--- src/rtl/uart_pkg.sv ---
// rtl/uart_pkg.sv - shared UART types and bit-timing helper
package uart_pkg;

  typedef enum logic [1:0] {
    IDLE  = 2'd0,
    START = 2'd1,
    DATA  = 2'd2,
    STOP  = 2'd3
  } rx_state_t;

  function automatic int uart_cpb(input int freq, input int bauds);
    return freq / bauds;
  endfunction

endpackage

--- src/rtl/uart_rx_fifo_if.sv ---
// rtl/uart_rx_fifo_if.sv - receive-queue pop handshake between UART and SoC bus
interface uart_rx_fifo_if;
  logic [7:0] data_o;
  logic       valid_o;
  logic       ready_i;

  modport master (output data_o, output valid_o, input ready_i);
  modport slave  (input data_o, input valid_o, output ready_i);
endinterface

--- src/rtl/sync_fifo.sv ---
// rtl/sync_fifo.sv - show-ahead synchronous FIFO shared by the UART RX and TX queues
module sync_fifo #(
  parameter int WIDTH = 8,
  parameter int DEPTH = 4
) (
  input  logic             clk,
  input  logic             reset_ni,
  input  logic             push_i,
  input  logic [WIDTH-1:0] push_data_i,
  input  logic             pop_i,
  output logic [WIDTH-1:0] rd_data_o,
  output logic             full_o,
  output logic             empty_o
);

  localparam int PW = $clog2(DEPTH);
  localparam int CW = $clog2(DEPTH + 1);
  localparam logic [CW-1:0] FULL_COUNT = CW'(DEPTH);

  if (DEPTH < 2 || (DEPTH & (DEPTH - 1)) != 0) begin : g_depth_check
    $error("sync_fifo DEPTH must be a power of two and at least 2");
  end

  logic [WIDTH-1:0] mem_q [DEPTH];
  logic [WIDTH-1:0] mem_d [DEPTH];
  logic [PW-1:0]    wr_ptr_q, wr_ptr_d;
  logic [PW-1:0]    rd_ptr_q, rd_ptr_d;
  logic [CW-1:0]    count_q, count_d;
  logic             push_ok;
  logic             pop_ok;

  assign full_o    = (count_q == FULL_COUNT);
  assign empty_o   = (count_q == '0);
  assign rd_data_o = mem_q[rd_ptr_q];

  // A full queue still takes a push when the head leaves in the same cycle.
  assign pop_ok  = pop_i & ~empty_o;
  assign push_ok = push_i & (~full_o | pop_ok);

  always_comb begin
    mem_d    = mem_q;
    wr_ptr_d = wr_ptr_q;
    rd_ptr_d = rd_ptr_q;
    if (push_ok) begin
      mem_d[wr_ptr_q] = push_data_i;
      wr_ptr_d        = wr_ptr_q + 1'b1;
    end
    if (pop_ok) begin
      rd_ptr_d = rd_ptr_q + 1'b1;
    end
    count_d = count_q + CW'(push_ok) - CW'(pop_ok);
  end

  always_ff @(posedge clk or negedge reset_ni) begin
    if (!reset_ni) begin
      for (int i = 0; i < DEPTH; i++) begin
        mem_q[i] <= '0;
      end
      wr_ptr_q <= '0;
      rd_ptr_q <= '0;
      count_q  <= '0;
    end else begin
      mem_q    <= mem_d;
      wr_ptr_q <= wr_ptr_d;
      rd_ptr_q <= rd_ptr_d;
      count_q  <= count_d;
    end
  end

endmodule

--- src/rtl/uart_rx_fifo.sv ---
// rtl/uart_rx_fifo.sv - UART receive deframer (N-8-1, mid-bit sampling) feeding a byte queue
module uart_rx_fifo
  import uart_pkg::*;
#(
  parameter int FREQ_HZ    = 12_000_000,
  parameter int BAUDS      = 115200,
  parameter int FIFO_DEPTH = 4
) (
  input  logic           clk,
  input  logic           reset_ni,
  input  logic           rx_i,
  input  logic           clear_i,
  output logic           busy_o,
  output logic           frame_err_o,
  output logic           overrun_o,
  uart_rx_fifo_if.master bus
);

  localparam int CPB = uart_cpb(FREQ_HZ, BAUDS);
  localparam int CNTW = $clog2(CPB);
  localparam logic [CNTW-1:0] HALF_LAST = CNTW'(CPB / 2 - 1);
  localparam logic [CNTW-1:0] BIT_LAST  = CNTW'(CPB - 1);

  if (CPB < 4) begin : g_cpb_check
    $error("uart_rx_fifo needs at least 4 clocks per bit");
  end

  rx_state_t       state_q, state_d;
  logic [CNTW-1:0] cnt_q, cnt_d;
  logic [2:0]      bit_q, bit_d;
  logic [7:0]      shift_q, shift_d;
  logic            rx_meta_q, rx_meta_d;
  logic            rx_s_q, rx_s_d;
  logic            rx_prev_q, rx_prev_d;
  logic [1:0]      arm_q, arm_d;
  logic            ferr_q, ferr_d;
  logic            ovr_q, ovr_d;
  logic            fall;
  logic            push;
  logic            ferr_set;
  logic            ovr_set;
  logic            fifo_full;
  logic            fifo_empty;

  assign fall = rx_prev_q & ~rx_s_q;

  // The sync chain's reset 1s are not real line samples, so rx_prev only
  // follows rx_s once both stages hold post-reset values.
  always_comb begin
    rx_meta_d = rx_i;
    rx_s_d    = rx_meta_q;
    arm_d     = {arm_q[0], 1'b1};
    rx_prev_d = rx_s_q & arm_q[1];

    state_d  = state_q;
    cnt_d    = cnt_q + 1'b1;
    bit_d    = bit_q;
    shift_d  = shift_q;
    push     = 1'b0;
    ferr_set = 1'b0;

    case (state_q)
      IDLE: begin
        cnt_d = '0;
        if (fall) state_d = START;
      end
      START: begin
        if (cnt_q == HALF_LAST) begin
          cnt_d   = '0;
          bit_d   = '0;
          state_d = rx_s_q ? IDLE : DATA;
        end
      end
      DATA: begin
        if (cnt_q == BIT_LAST) begin
          cnt_d   = '0;
          shift_d = {rx_s_q, shift_q[7:1]};
          bit_d   = bit_q + 3'd1;
          if (bit_q == 3'd7) state_d = STOP;
        end
      end
      STOP: begin
        if (cnt_q == BIT_LAST) begin
          cnt_d    = '0;
          state_d  = IDLE;
          push     = rx_s_q;
          ferr_set = ~rx_s_q;
        end
      end
      default: state_d = IDLE;
    endcase

    // When full, the queue is non-empty, so ready alone decides whether the head leaves.
    ovr_set = push & fifo_full & ~bus.ready_i;
    ferr_d  = ferr_set | (ferr_q & ~clear_i);
    ovr_d   = ovr_set | (ovr_q & ~clear_i);
  end

  always_ff @(posedge clk or negedge reset_ni) begin
    if (!reset_ni) begin
      rx_meta_q <= 1'b1;
      rx_s_q    <= 1'b1;
      rx_prev_q <= 1'b0;
      arm_q     <= '0;
      state_q   <= IDLE;
      cnt_q     <= '0;
      bit_q     <= '0;
      shift_q   <= '0;
      ferr_q    <= 1'b0;
      ovr_q     <= 1'b0;
    end else begin
      rx_meta_q <= rx_meta_d;
      rx_s_q    <= rx_s_d;
      rx_prev_q <= rx_prev_d;
      arm_q     <= arm_d;
      state_q   <= state_d;
      cnt_q     <= cnt_d;
      bit_q     <= bit_d;
      shift_q   <= shift_d;
      ferr_q    <= ferr_d;
      ovr_q     <= ovr_d;
    end
  end

  sync_fifo #(
    .WIDTH (8),
    .DEPTH (FIFO_DEPTH)
  ) u_fifo (
    .clk         (clk),
    .reset_ni    (reset_ni),
    .push_i      (push),
    .push_data_i (shift_q),
    .pop_i       (bus.ready_i),
    .rd_data_o   (bus.data_o),
    .full_o      (fifo_full),
    .empty_o     (fifo_empty)
  );

  assign bus.valid_o = ~fifo_empty;
  assign busy_o      = (state_q != IDLE);
  assign frame_err_o = ferr_q;
  assign overrun_o   = ovr_q;

endmodule

--- src/flat_wrapper.sv ---
// flat-port wrapper written by rule: the top's interface ports become plain ports
module uart_rx_fifo_flat import uart_pkg::*;
#(
  parameter int FREQ_HZ    = 12_000_000,
  parameter int BAUDS      = 115200,
  parameter int FIFO_DEPTH = 4
)
  (clk, reset_ni, rx_i, clear_i, busy_o, frame_err_o, overrun_o, bus_data_o, bus_valid_o, bus_ready_i);
  uart_rx_fifo_if bus_i ();
  input  logic clk;
  input  logic reset_ni;
  input  logic rx_i;
  input  logic clear_i;
  output logic busy_o;
  output logic frame_err_o;
  output logic overrun_o;
  output wire logic [$bits(bus_i.data_o)-1:0] bus_data_o;
  output wire logic [$bits(bus_i.valid_o)-1:0] bus_valid_o;
  input wire logic [$bits(bus_i.ready_i)-1:0] bus_ready_i;
  assign bus_data_o = bus_i.data_o;
  assign bus_valid_o = bus_i.valid_o;
  assign bus_i.ready_i = bus_ready_i;
  uart_rx_fifo #(.FREQ_HZ(FREQ_HZ), .BAUDS(BAUDS), .FIFO_DEPTH(FIFO_DEPTH)) u_core (.clk(clk), .reset_ni(reset_ni), .rx_i(rx_i), .clear_i(clear_i), .busy_o(busy_o), .frame_err_o(frame_err_o), .overrun_o(overrun_o), .bus(bus_i));
endmodule
--- config.mk ---
export PLATFORM = sky130hd
export DESIGN_NAME = uart_rx_fifo_flat
export DESIGN_NICKNAME = d
export VERILOG_FILES = /design/src/rtl/uart_pkg.sv /design/src/rtl/uart_rx_fifo_if.sv /design/src/rtl/sync_fifo.sv /design/src/rtl/uart_rx_fifo.sv /design/src/flat_wrapper.sv
export SDC_FILE = /design/constraint.sdc
export NUM_CORES = 1
export LEC_CHECK = 0
export BUFFER_PORTS_ARGS = -buffer_cell sky130_fd_sc_hd__buf_4
export CORE_MARGIN = 2
export CORE_UTILIZATION = 40
export CTS_CLUSTER_SIZE = 25
export DETAILED_ROUTE_END_ITERATION = 10
export PLACE_DENSITY = 0.68
export SYNTH_ARGS = -nofsm -noshare
export SYNTH_HDL_FRONTEND = slang
export SYNTH_SLANG_ARGS = --single-unit
--- constraint.sdc ---
create_clock -name clk -period 2.55 [get_ports clk]
set_input_delay 0.6375 -clock clk [delete_from_list [all_inputs] [get_ports clk]]
set_output_delay 0.6375 -clock clk [all_outputs]
set_load 0.005 [all_outputs]
==> run summary, run 1 <==
In this run the register-to-register setup slack is 0.14 ns. After synthesis the netlist holds a flip-flop and latch count of 66. For the via count of the first global-routing pass, the log shows 1834. Buffers placed on the I/O ports in this run total 16.

In the layout the commonest cells are sky130_fd_sc_hd__dfrtp_1 (64), sky130_fd_sc_hd__buf_4 (27), sky130_fd_sc_hd__mux2_4 (24). The tools report the power share of the sequential group as 45.5%. The count of cells along the worst register-to-register path is 10. The clock period minus final worst setup slack is 2.41 ns, and the overall routing resource usage is 14.2%. A synthesized cell averages 14.4 um2.

The total CTS buffers was 9; the peak fanout along the critical path was 4. For the first-pass GRT wire length, the log shows 9140 um. The width of the chip was 92.6 um.

The internal power of the cells totals 1860 uW. Routability-driven placement finished with a final weighted congestion of 0.717. In this run the tightest slew margin relative to its limit is 46.5%. Detailed placement finished with a half-perimeter wire length of 3390 um. The vertical die dimension works out to 92.6 um. The first routing iteration left 57 violations.

The total overflow left after global routing is 0. Clock-pin slew was measured on the worst setup and hold paths at 0.07 ns. In this run the power density over the cells is 739 nW/um2.

For this run, the number of Yosys warnings is 0. Maximum clock insertion buffer count: 2. Setup violations remaining at the end of the flow were counted as 0.

Registers take 1650 um2. In this run the remaining antenna-violating nets after routing total 0. The fraction of power spent switching nets is 30.6%.

The tools report the nature of the critical path startpoint as a register. In the final routed layout, each cell accounts on average for 15.0 um. The source-to-sink clock delay at the later pin of the worst-skew pair was 0.35 ns; the max-slew violation count was 0. The tools report the CTS root buffer as sky130_fd_sc_hd__clkbuf_8.

The path class of the tightest hold or removal check is reg2reg. CTS built an H-tree with a depth of 3. The startpoint identified for the worst register-to-register timing path is u_core.cnt_q[1]$_DFF_PN0_. The period utilization was 94.4%; the total number of vias was 1730. Setup repair after global routing left no endpoint under its margin. STA puts the critical path data required time at 2.78 ns. The post-route netlist has 39.8% of its cells at a drive strength greater than 1. The initial antenna violation count came out at 0. The average vias per placed instance was 4.86. For hold timing, the worst endpoint is u_core.arm_q[1]$_DFF_PN0_. The run gives 33.1% as the relative contribution of the clock network to total power. The post-cts hold buffer count was 0. Traced cell by cell, the critical path runs through ha_4, nand3b_4, nor4_4, and2_4, inv_1, ha_1, inv_1, ha_1, fa_1, xnor2_1.

The run gives 67 as the maximum number of pins on one net before global-route repair. Clock tree synthesis found a total of 66 sinks. Most common flop cell mapped by yosys: sky130_fd_sc_hd__dfrtp_1. The tools report the sequential area share after synthesis as 52.7%. The number of standard-cell rows in the floorplan was 32; the highest attainable clock frequency was 416 MHz. In the synthesized netlist, the number of instances is 218.

By startpoint and endpoint, the worst setup path is classified as reg2reg. For the post-route clock skew, the log shows 0.0136 ns. Data on the critical path arrives at its endpoint at 2.64 ns. TritonCTS built the clock tree. Capture instance of the worst register-to-register path: u_core.u_fifo.count_q[2]$_DFF_PN0_. Number of hold violations in the final report: 0.

For this design the static power due to leakage is 0.00178 uW. STA classifies the critical path endpoint as a register. The core region is 7650 um2. The post-route DRC violation count is 0, and the layout overhead on the synthesized area is 15.7%.

For this design the total switching power over the nets is 820 uW. The maximum resistive drop on vdd is 0.000341 V. The most frequent standard cell in the layout excluding fill and tap cells was sky130_fd_sc_hd__dfrtp_1. The startpoint identified for the worst hold timing path is u_core.arm_q[0]$_DFF_PN0_. The post-synthesis async set-or-reset flop share was 100%; the post-synth net total was 237. The tools report the multi-input gate area in the final layout as 1380 um2. The total negative slack came out at 0 ns.

After synthesis the cells add up to 3140 um2. For this run, the post-layout net count is 268. The worst hold path was traced through 0 stages.

In this run, synthesis inferred 0 flip-flops with an integrated enable. The number of antenna diodes in the final layout is 0. The I/O pin total was 17; the proportion of power drawn by combinational gates was 21.3%. For the pin with the worst max-slew slack, the measured transition is 0.803 ns. Counting distinct cell types in the post-synthesis netlist gives 38. Overall power consumption after layout is estimated at 2680 uW. For this run, the detailed router's first-pass iteration total came to 4. The tool flagged a number of max-cap violations equal to 0. Cell with the largest stage delay on the worst path: sky130_fd_sc_hd__fa_1. For this configuration, the core starts out at a cell density of 41.1%.

The flow ran to the end, and the final reports show no timing, DRC or antenna violations. The tools report the overall die area as 8570 um2. The final layout contains routed wiring with a total length of 5330 um. Counting the fill cells in the layout gives 669. For this run, the slowest stage of the critical path takes 0.41 ns.
==> cells by family (layout without fill, tap and decap cells) <==
family | count (synthesis) | after routing | share of synthesized area [%]
flip-flops | 66 | 66 | 52.7
XOR/XNOR | 10 | 10 | 2.79
AND/OR/NAND/NOR | 39 | 39 | 7.49
AO/OA/AOI/OAI | 11 | 11 | 3.03
other | 1 | 1 | 0.119
buffers and inverters | 25 | 61 | 3.79
multiplexers | 52 | 52 | 24.3
adder cells (fa/ha/maj) | 14 | 14 | 5.82
==> final cells by class <==
class	count	area share, %
inverters	18	1.86
flip-flops and latches	66	45.5
repair buffers	27	5.58
well taps	102	3.51
multi-input cells	127	38.0
clock inverters	7	2.10
clock buffers	9	3.41
==> timing repair <==
item / CTS / global route
buffers inserted: 0 / 4
gates resized for setup: 0 / 3
setup endpoints to repair: 0 / 1
==> per-layer routing <==
metal,share of wire [%],GRT usage [%],up-vias
met1,48,18.8,886
li1,-,-,814
met3,2.6,3.74,9
met4,1.8,7.09,0
met5,0,0,-
met2,48,21.7,21
==> power by group through the flow <==
| stage | Sequential [uW] | Clock (uW) | Combinational (uW) |
|---|---|---|---|
| after CTS | 1220 | 911 | 567 |
| final | 1220 | 889 | 573 |
| after global routing | 1230 | 974 | 645 |
| after floorplan | 1190 | 0 | 443 |
| after global placement | 1230 | 0 | 555 |
| after detailed placement | 1240 | 0 | 566 |
==> registers in the layout, summed over array words and instances, names as in the netlist, named ones only <==
register	cells
u_core.u_fifo.rd_ptr_q	2
u_core.state_q	1
u_core.rx_prev_q	1
u_core.rx_meta_q	1
u_core.u_fifo.count_q	3
u_core.cnt_q	7
u_core.arm_q	2
u_core.bit_q	3
u_core.rx_s_q	1
u_core.overrun_o	1
u_core.u_fifo.wr_ptr_q	2
u_core.frame_err_o	1
u_core.u_fifo.mem_q	32
u_core.shift_q	8
==> cell usage after synthesis, drive strengths merged, types with 3 or more instances <==
master   n  share of area (%)
and2     3               0.64
xor2     4                1.1
buf      6                1.5
nand2    6               0.72
ha      13                5.2
nor2    10                1.2
xnor2    6                1.7
nand3    8                1.4
and3     4               0.80
mux2    41                 18
dfrtp   64                 51
inv     18                2.2
mux4     8                5.7
mux2i    3               0.96
o22ai    3               0.60
==> worst max-delay path by stage <==
stage | startpoint | to | slack (ns) | depth (start not counted)
global route | u_core.cnt_q[0]$_DFF_PN0_ | u_core.u_fifo.count_q[2]$_DFF_PN0_ | 0.0008 | 10
CTS | u_core.state_q[0]$_DFFE_PN0P_ | u_core.u_fifo.count_q[2]$_DFF_PN0_ | 0.05 | 10
finish | u_core.cnt_q[1]$_DFF_PN0_ | u_core.u_fifo.count_q[2]$_DFF_PN0_ | 0.14 | 10
detailed placement | bus_ready_i | u_core.u_fifo.count_q[2]$_DFF_PN0_ | 0.01 | 9
floorplan | bus_ready_i | u_core.u_fifo.count_q[2]$_DFF_PN0_ | 0.08 | 9
global placement | bus_ready_i | u_core.u_fifo.count_q[2]$_DFF_PN0_ | 0.05 | 9
==> metrics by stage <==
| stage | utilization, % | cell area [um2] | hold WS (ns) | std cells | setup slack [ns] |
|---|---|---|---|---|---|
| 5_1_grt | 47.5 | 3630 | 0.360 | 356 | 0.000798 |
| 3_3_place_gp | 44.3 | 3390 | 0.333 | 336 | 0.0460 |
| 6_report | 47.5 | 3630 | 0.351 | 356 | 0.144 |
| 3_5_place_dp | 44.3 | 3390 | 0.336 | 336 | 0.0108 |
| 4_1_cts | 46.9 | 3590 | 0.353 | 352 | 0.0458 |
| 2_1_floorplan | - | 3140 | 0.331 | 218 | 0.0837 |
==> critical path: cells and delay by family, from the launching register on <==
family	cells	cell delay [ns]
fa+ha+maj	4	1.03
buf+inv	2	0.08
simple gates	3	0.65
flops	1	0.40
xor+xnor	1	0.13
(Power assumes the default switching activity.)
==> inputs of run 2 (changes only) <==
--- a/config.mk
+++ b/config.mk
@@ -7,10 +7,10 @@
 export LEC_CHECK = 0
 export BUFFER_PORTS_ARGS = -buffer_cell sky130_fd_sc_hd__buf_4
 export CORE_MARGIN = 2
-export CORE_UTILIZATION = 40
+export CORE_UTILIZATION = 60
 export CTS_CLUSTER_SIZE = 25
 export DETAILED_ROUTE_END_ITERATION = 10
-export PLACE_DENSITY = 0.68
+export PLACE_DENSITY = 0.88
 export SYNTH_ARGS = -nofsm -noshare
 export SYNTH_HDL_FRONTEND = slang
 export SYNTH_SLANG_ARGS = --single-unit
==> constraint.sdc (replaced) <==
create_clock -name clk -period 2.3 [get_ports clk]
set_input_delay 0.575 -clock clk [delete_from_list [all_inputs] [get_ports clk]]
set_output_delay 0.575 -clock clk [all_outputs]
set_load 0.005 [all_outputs]
==> run 2 against run 1 <==
Hold slack got worse by 0.050 ns. Total power increased by 16%. Clock power increased by 24%. Sequential cell count unchanged. Clock-buffer cell count increased by 1. Largest power group unchanged. Clock skew decreased by 0.0054 ns. Via count increased by 4.8%. Setup slack got worse by 0.055 ns. Sequential share of layout area decreased by 0.27 points. Combinational power increased by 19%.
==> run summary, run 2 (same netlist as run 1, synthesis figures left out) <==
The critical path data required time was 2.59 ns (-0.19 ns). The routability-driven placement congestion ratio was 0.918 (+28%); the remaining antenna violation count was 0 (unchanged). The flow ran to the end, and the final reports show no timing, DRC or antenna violations. TritonCTS built the clock tree. The total inserted antenna cells is 0 (unchanged). The setup path with the least slack is of type reg2reg. The via count of the first global-routing pass is 1929 (+5.2%).

The run gives 66 (unchanged) as the count of clock tree sinks. The tools report the relative max-transition margin as 45.6% (-0.82 points). Average vias per placed instance: 5.54 (+14%).

The width of the chip was 76.3 um (-18%); the post-cts repair resize count was 0 (unchanged). The period utilization is 96.1% (+1.8 points), and the pre-CTS worst setup slack is -0.0395 ns (-0.0502 ns). In the final layout, the registers with the most flip-flops are u_core.u_fifo.mem_q x32, u_core.shift_q x8, u_core.cnt_q x7. The number of standard-cell rows in the floorplan is 26 (-19%). The run gives 0.00181 uW (+1.7%) as the leakage power figure. The violation count after the first detailed-routing iteration is 52 (-8.8%), and the sum of net half-perimeters after detailed placement is 3490 um (+3.1%).

Number of port buffers: 16 (unchanged). The tools report the final net count as 271 (+1.1%). Top cell family by delay on the critical path: adder cells.

Element type at the critical path end: a register. The number of hold violations in the final report was 0 (unchanged). Final critical-path setup slack: 0.0886 ns (-0.0555 ns). The tools report the placeable core region as 5070 um2 (-34%). The post-route clock skew is 0.00818 ns (-0.00541 ns). Among all stages on the critical path, the largest delay is contributed by sky130_fd_sc_hd__fa_2. The tightest min-delay check is of the in2async type. The ratio of cells with drive above 1 in the final layout is 42.8% (+3.0 points).

The source-to-sink clock delay at the later pin of the worst-skew pair is 0.35 ns (about the same). The final setup violation count came out at 0 (unchanged). In the layout the commonest cells are sky130_fd_sc_hd__dfrtp_1 (64), sky130_fd_sc_hd__buf_4 (30), sky130_fd_sc_hd__mux2_4 (24). CTS root buffer: sky130_fd_sc_hd__clkbuf_8. The nature of the critical path startpoint is a register. The tools report the effective utilization at floorplan as 61.9% (+21 points).

The logs give 1813 (+4.8%) for the total number of vias and 5830 um2 (-32%) for the overall die area. The maximum clock insertion buffer count is 2 (unchanged). The total placed cells including tap cells was 310 (-7.7%). The signal on the critical path passes through ha_2, nand3b_4, nor4_4, and2_4, inv_2, ha_4, inv_2, ha_2, fa_2. For the I/O pin total, the log shows 17 (unchanged). The number of violations of the max-capacitance limit is 0 (unchanged). The total CTS buffers was 9 (unchanged); the post-route DRC violation count was 0 (unchanged).

The vertical die dimension came out at 76.3 um (-18%). The maximum resistive drop on vdd was 0.000569 V (+67%); the count of non-filler cells in the finished layout was 327 (-8.1%). From synthesis to final layout, the design area changed by 16.4%. The proportion of power drawn by combinational gates is 21.8% (+0.5 points), and the peak fanout along the critical path is 2 (-2). Setup repair after global routing left no endpoint under its margin. The largest stage delay on the critical path came out at 0.52 ns (+0.11 ns). For the maximum number of pins on one net before global-route repair, the log shows 67 (unchanged). Worst hold margin: 0.301 ns (-0.0498 ns). The relative contribution of the clock network to total power is 35.2% (+2.1 points). The arrival time of data at the critical path endpoint was 2.50 ns (-0.14 ns). The areal power density over the cells is 854 nW/um2 (+16%), and the H-tree depth reported by CTS is 3 (unchanged). The detailed-router iteration count before antenna repair is 4 (unchanged), and the summed area of non-filler cells in the final layout is 3650 um2 (+0.59%). The net switching component of the power is 899 uW (+9.6%).

The clock period minus final worst setup slack is 2.21 ns (-0.195 ns). The placement-stage cell area is 3420 um2 (+0.89%). For the power share of the sequential group, the log shows 43.0% (-2.5 points). The flip-flop count of the largest register, all copies and words added was 32 (unchanged); the highest attainable clock frequency was 452 MHz (+8.8%). The max-slew violation count was 0 (unchanged); the buffers plus inverters on the worst setup path was 2 (unchanged). The fraction of power spent switching nets was 28.8% (-1.7 points). The largest register by flop count was u_core.u_fifo.mem_q. The first-pass GRT wire length is 9560 um (+4.7%), and the pin slew with the least headroom to its limit is 0.815 ns (+0.0123 ns).

The run gives 5620 um (+5.5%) as the wire length reported by the detailed router. Leaving out fill and tap cells, the most frequent cell in the layout is sky130_fd_sc_hd__dfrtp_1. For the internal power summed over all cells, the log shows 2220 uW (+19%). Wire length per cell after detailed routing: 17.2 um (+15%).

Aggregate global routing overflow: 0 (unchanged). The tools report the initial antenna violation count as 0 (unchanged). The overall routing resource usage is 21.8% (+7.7 points).

Clock input transition at the sequential cells of the worst setup and hold paths: 0.07 ns (about the same).
run 2: routing by layer:
layer	GRT usage, %	vias up	wire (um)
li1	-	828	-
met1	27.5	929	2450
met2	34.3	37	2760
met3	5.33	19	220
met4	13.5	0	189
met5	0	-	0
run 2: stage by stage:
step / setup TNS, ns / util [%] / total power, uW
after floorplan: 0 / - / 1830
after global placement: 0 / 67.4 / 2010
after detailed placement: -0.0613 / 67.4 / 2050
after CTS: 0 / 72.0 / 3150
after global routing: 0 / 72.0 / 3280
final: 0 / 72.0 / 3120
run 2: final timing paths:
| check | startpoint | end | slack (ns) | cells past startpoint |
|---|---|---|---|---|
| worst min register to register | u_core.rx_meta_q$_DFF_PN1_ | u_core.rx_s_q$_DFF_PN1_ | 0.35 | 0 |
| min in group clk | rx_i | u_core.rx_meta_q$_DFF_PN1_ | 0.33 | 1 |
| max in group asynchronous | reset_ni | u_core.u_fifo.mem_q[31]$_DFFE_PN0P_ | 1.44 | 1 |
| worst max-delay path | u_core.cnt_q[0]$_DFF_PN0_ | u_core.u_fifo.count_q[1]$_DFF_PN0_ | 0.09 | 9 |
| worst min-delay path | reset_ni | u_core.cnt_q[5]$_DFF_PN0_ | 0.30 | 1 |
| worst max register to register | u_core.cnt_q[0]$_DFF_PN0_ | u_core.u_fifo.count_q[1]$_DFF_PN0_ | 0.09 | 9 |
run 2: power by group through the flow:
stage	combinational, uW	sequential [uW]	clock [uW]
finish	681	1340	1100
floorplan	511	1320	0
global placement	649	1360	0
detailed placement	688	1360	0
CTS	694	1340	1110
global route	758	1350	1170
run 2: repair_timing:
action / in CTS / in global routing
buffers inserted: 1 / 0
hold buffers: 0 / 0
pin swaps: 1 / 1
endpoints found under the setup margin: 2 / 25
run 2: area by class of cell:
type	instances	area, um2
clock buffer	10	138
timing repair buffer	30	225
fill	352	1420
multi-input combinational	127	1390
sequential	66	1650
tap	70	87.6
inverter	18	67.6
clock inverter	6	90.1
run 2: worst reg2reg max path: cells and delay by family, from the launching register on:
family                   cells  cell delay [ns]
adder cells (fa/ha/maj)      4             1.15
buffers and inverters        2             0.07
flip-flops                   1             0.36
AND/OR/NAND/NOR              3             0.58
==> inputs of run 3 (changes only) <==
--- a/config.mk
+++ b/config.mk
@@ -10,7 +10,7 @@
 export CORE_UTILIZATION = 60
 export CTS_CLUSTER_SIZE = 25
 export DETAILED_ROUTE_END_ITERATION = 10
-export PLACE_DENSITY = 0.88
+export PLACE_DENSITY = 0.83
 export SYNTH_ARGS = -nofsm -noshare
 export SYNTH_HDL_FRONTEND = slang
 export SYNTH_SLANG_ARGS = --single-unit
==> constraint.sdc (replaced) <==
create_clock -name clk -period 2.07 [get_ports clk]
set_input_delay 0.5175 -clock clk [delete_from_list [all_inputs] [get_ports clk]]
set_output_delay 0.5175 -clock clk [all_outputs]
set_load 0.005 [all_outputs]
==> run 3 against run 2 <==
The flow now finishes with violations (setup timing). Wire length increased by 3.2%. Clock-buffer cell count shrank 1. Sequential share of layout area is 2.2 points lower. Sequential power up 12%. Non-clock buffer count rose by 13. Core utilization grew 3.7 points. First-iteration DRC count rose by 31%. Hold slack worse by 0.23 ns. Fmax is 0.40% higher. Largest power group unchanged.
==> run summary, run 3 (same netlist as run 1, synthesis figures left out) <==
The clock input transition at the sequential cells of the worst setup and hold paths was 0.07 ns (about the same); the leakage power figure was 0.00189 uW (+4.4%). Wire length per cell after detailed routing: 17.1 um (-0.78%). The total design power came out at 3680 uW (+18%). The tools report the capture instance of the worst register-to-register path as u_core.u_fifo.count_q[1]$_DFF_PN0_. The overall routing resource usage was 22.6% (+0.75 points). In the final layout, the registers with the most flip-flops are u_core.u_fifo.mem_q x32, u_core.shift_q x8, u_core.cnt_q x7. The flip-flop count of the largest register, all copies and words added is 32 (unchanged). The tools report the critical path startpoint as u_core.cnt_q[1]$_DFF_PN0_. The clock period minus final worst setup slack came out at 2.20 ns (-0.00886 ns). The final critical-path setup slack is -0.133 ns (-0.221 ns), and the max-slew violation count is 0 (unchanged). The run gives 66 (unchanged) as the count of clock tree sinks. Total number of vias: 1840 (+1.5%). The buffers plus inverters on the worst setup path works out to 2 (unchanged).

The average vias per placed instance was 5.41 (-2.4%); the count of non-filler cells in the finished layout was 340 (+4.0%). Vertical die dimension: 76.3 um (unchanged). The post-cts hold buffer count was 0 (unchanged).

The post-route clock skew was 0.00775 ns (-0.000429 ns); the sum of net half-perimeters after detailed placement was 3780 um (+8.1%). Compared with the post-synthesis result, the final layout area differs by 22.4%. The placeable core region was 5070 um2 (unchanged); the H-tree depth reported by CTS was 3 (unchanged). The via count of the first global-routing pass was 1886 (-2.2%); the maximum clock insertion buffer count was 2 (unchanged). The run gives 0 (unchanged) as the remaining antenna violation count. The number of hold violations in the final report is 0 (unchanged), and the initial antenna violation count is 0 (unchanged).

The final setup violation count was 3 (+3). Worst flop-to-flop path startpoint: u_core.cnt_q[1]$_DFF_PN0_. The logs give 284 (+4.8%) for the final net count and 9 (unchanged) for the total CTS buffers. The most frequent standard cell in the layout excluding fill and tap cells was sky130_fd_sc_hd__dfrtp_1. The library cells used most frequently in the layout, excluding fill and tap cells, are sky130_fd_sc_hd__dfrtp_1 (64), sky130_fd_sc_hd__buf_4 (34), sky130_fd_sc_hd__mux2_4 (24). In this run the worst setup path terminates at u_core.u_fifo.count_q[1]$_DFF_PN0_. The number of cells on the critical path is 9 (unchanged).

The run gives 4 (unchanged) as the detailed-router iteration count before antenna repair. The maximum number of pins on one net before global-route repair came out at 41 (-39%). The kind of cell with the highest combined delay along the critical path is adder cells.

The element type at the critical path end is a register. The cell that appears most often on the critical path is sky130_fd_sc_hd__ha_4. The maximum resistive drop on vdd is 0.000742 V (+30%).

The logs give 0.35 ns (about the same) for the source-to-sink clock delay at the later pin of the worst-skew pair and 29.8% (+2.3 points) for the met1 track demand over resource. The total placed cells including tap cells was 322 (+3.9%). The number of violations of the max-capacitance limit is 0 (unchanged), and the period utilization is 106% (+10 points). The checks that failed: setup timing. The overall die area is 5830 um2 (unchanged).

Worst setup path category: reg2reg. The run gives 9820 um (+2.7%) as the first-pass GRT wire length. Total inserted antenna cells: 0 (unchanged). The peak fanout along the critical path works out to 2 (unchanged). The tools report the pre-CTS worst setup slack as -0.223 ns (-0.183 ns). The violation count after the first detailed-routing iteration is 68 (+31%). Type of the most critical hold path: in2async. The run gives -0.13 ns (-0.22 ns) as the register-to-register setup slack. The I/O pin total came out at 17 (unchanged). More flip-flops sit in one register than any other, and that register is u_core.u_fifo.mem_q. Setup repair after global routing could not meet its margin everywhere. The tools report the number of standard-cell rows in the floorplan as 26 (unchanged). The areal power density over the cells is 957 nW/um2 (+12%). The ratio of cells with drive above 1 in the final layout was 45.9% (+3.1 points); the filler cell count was 312 (-11%). The CTS root buffer was sky130_fd_sc_hd__clkbuf_8. The largest stage delay on the critical path is 0.52 ns (about the same), and the worst hold margin is 0.0745 ns (-0.226 ns). Nature of the critical path startpoint: a register. Count of cells along the worst register-to-register path: 9 (unchanged). The signal on the critical path passes through ha_4, nand3b_4, nor4_4, and2_4, inv_2, ha_4, inv_2, ha_4, fa_2. The run gives 8.06% (+2.7 points) as the global-route met3 utilization. The number of port buffers is 16 (unchanged), and the aggregate global routing overflow is 0 (unchanged). The run finished, with violations left. The wire length reported by the detailed router is 5800 um (+3.2%).

For this design, the slowest cell found on the critical path is sky130_fd_sc_hd__fa_2. TritonCTS built the clock tree. The width of the chip is 76.3 um (unchanged), and the highest attainable clock frequency is 454 MHz (+0.40%).

Global-route track usage on met2: 35.2% (+0.88 points). After global routing, the most crowded layer is met2. For the effective utilization at floorplan, the log shows 61.9% (unchanged). The tools report the critical path data required time as 2.36 ns (-0.23 ns). For the post-route DRC violation count, the log shows 0 (unchanged).

Routability-driven placement congestion ratio: 0.786 (-14%). The arrival time of data at the critical path endpoint was 2.49 ns (about the same).
run 3: changes by cell type in the layout (fill, tap and decap cells not counted), sizes merged:
cell	change
buf	+13
clkinv	-2
clkinvlp	+2
bufinv	+1
clkbuf	-1
run 3: stage by stage:
stage | area [um2] | util, % | setup TNS [ns]
finish | 3840 | 75.7 | -0.255
floorplan | 3180 | - | -0.425
CTS | 3820 | 75.3 | -0.259
detailed placement | 3560 | 70.2 | -0.525
global placement | 3560 | 70.2 | -0.303
global route | 3840 | 75.7 | -0.816
run 3: worst min path at each step:
stage | from | endpoint
finish | reset_ni | u_core.bit_q[0]$_DFFE_PN0P_
global route | reset_ni | u_core.bit_q[0]$_DFFE_PN0P_
CTS | reset_ni | u_core.bit_q[0]$_DFFE_PN0P_
detailed placement | u_core.arm_q[0]$_DFF_PN0_ | u_core.arm_q[1]$_DFF_PN0_
global placement | u_core.arm_q[0]$_DFF_PN0_ | u_core.arm_q[1]$_DFF_PN0_
floorplan | reset_ni | asynchronous set/reset pin
run 3: final cells by class:
type	count	area [um2]	share of cell area [%]
clock buffer	9	124	3.22
clock inverter	7	118	3.06
inverter	18	67.6	1.76
multi-input combinational	127	1410	36.7
sequential	66	1650	43.0
tap	70	87.6	2.28
timing repair buffer	43	383	9.96
run 3: layer usage:
| metal | up-vias | routed length (um) |
|---|---|---|
| li1 | 857 | - |
| met1 | 944 | 2550 |
| met2 | 28 | 2910 |
| met3 | 11 | 237 |
| met4 | 0 | 101 |
| met5 | - | 0 |
run 3: repair_timing:
item                                    4_1_cts  5_1_grt
pin swaps                                     3        0
endpoints found under the setup margin        8       11
setup buffers                                 1        1
resized for setup                             4        4
run 3: power by group:
part	switching (uW)	internal [uW]	leakage, uW
Clock	498	796	0.000111
Sequential	111	1390	0.000883
Combinational	425	457	0.000900
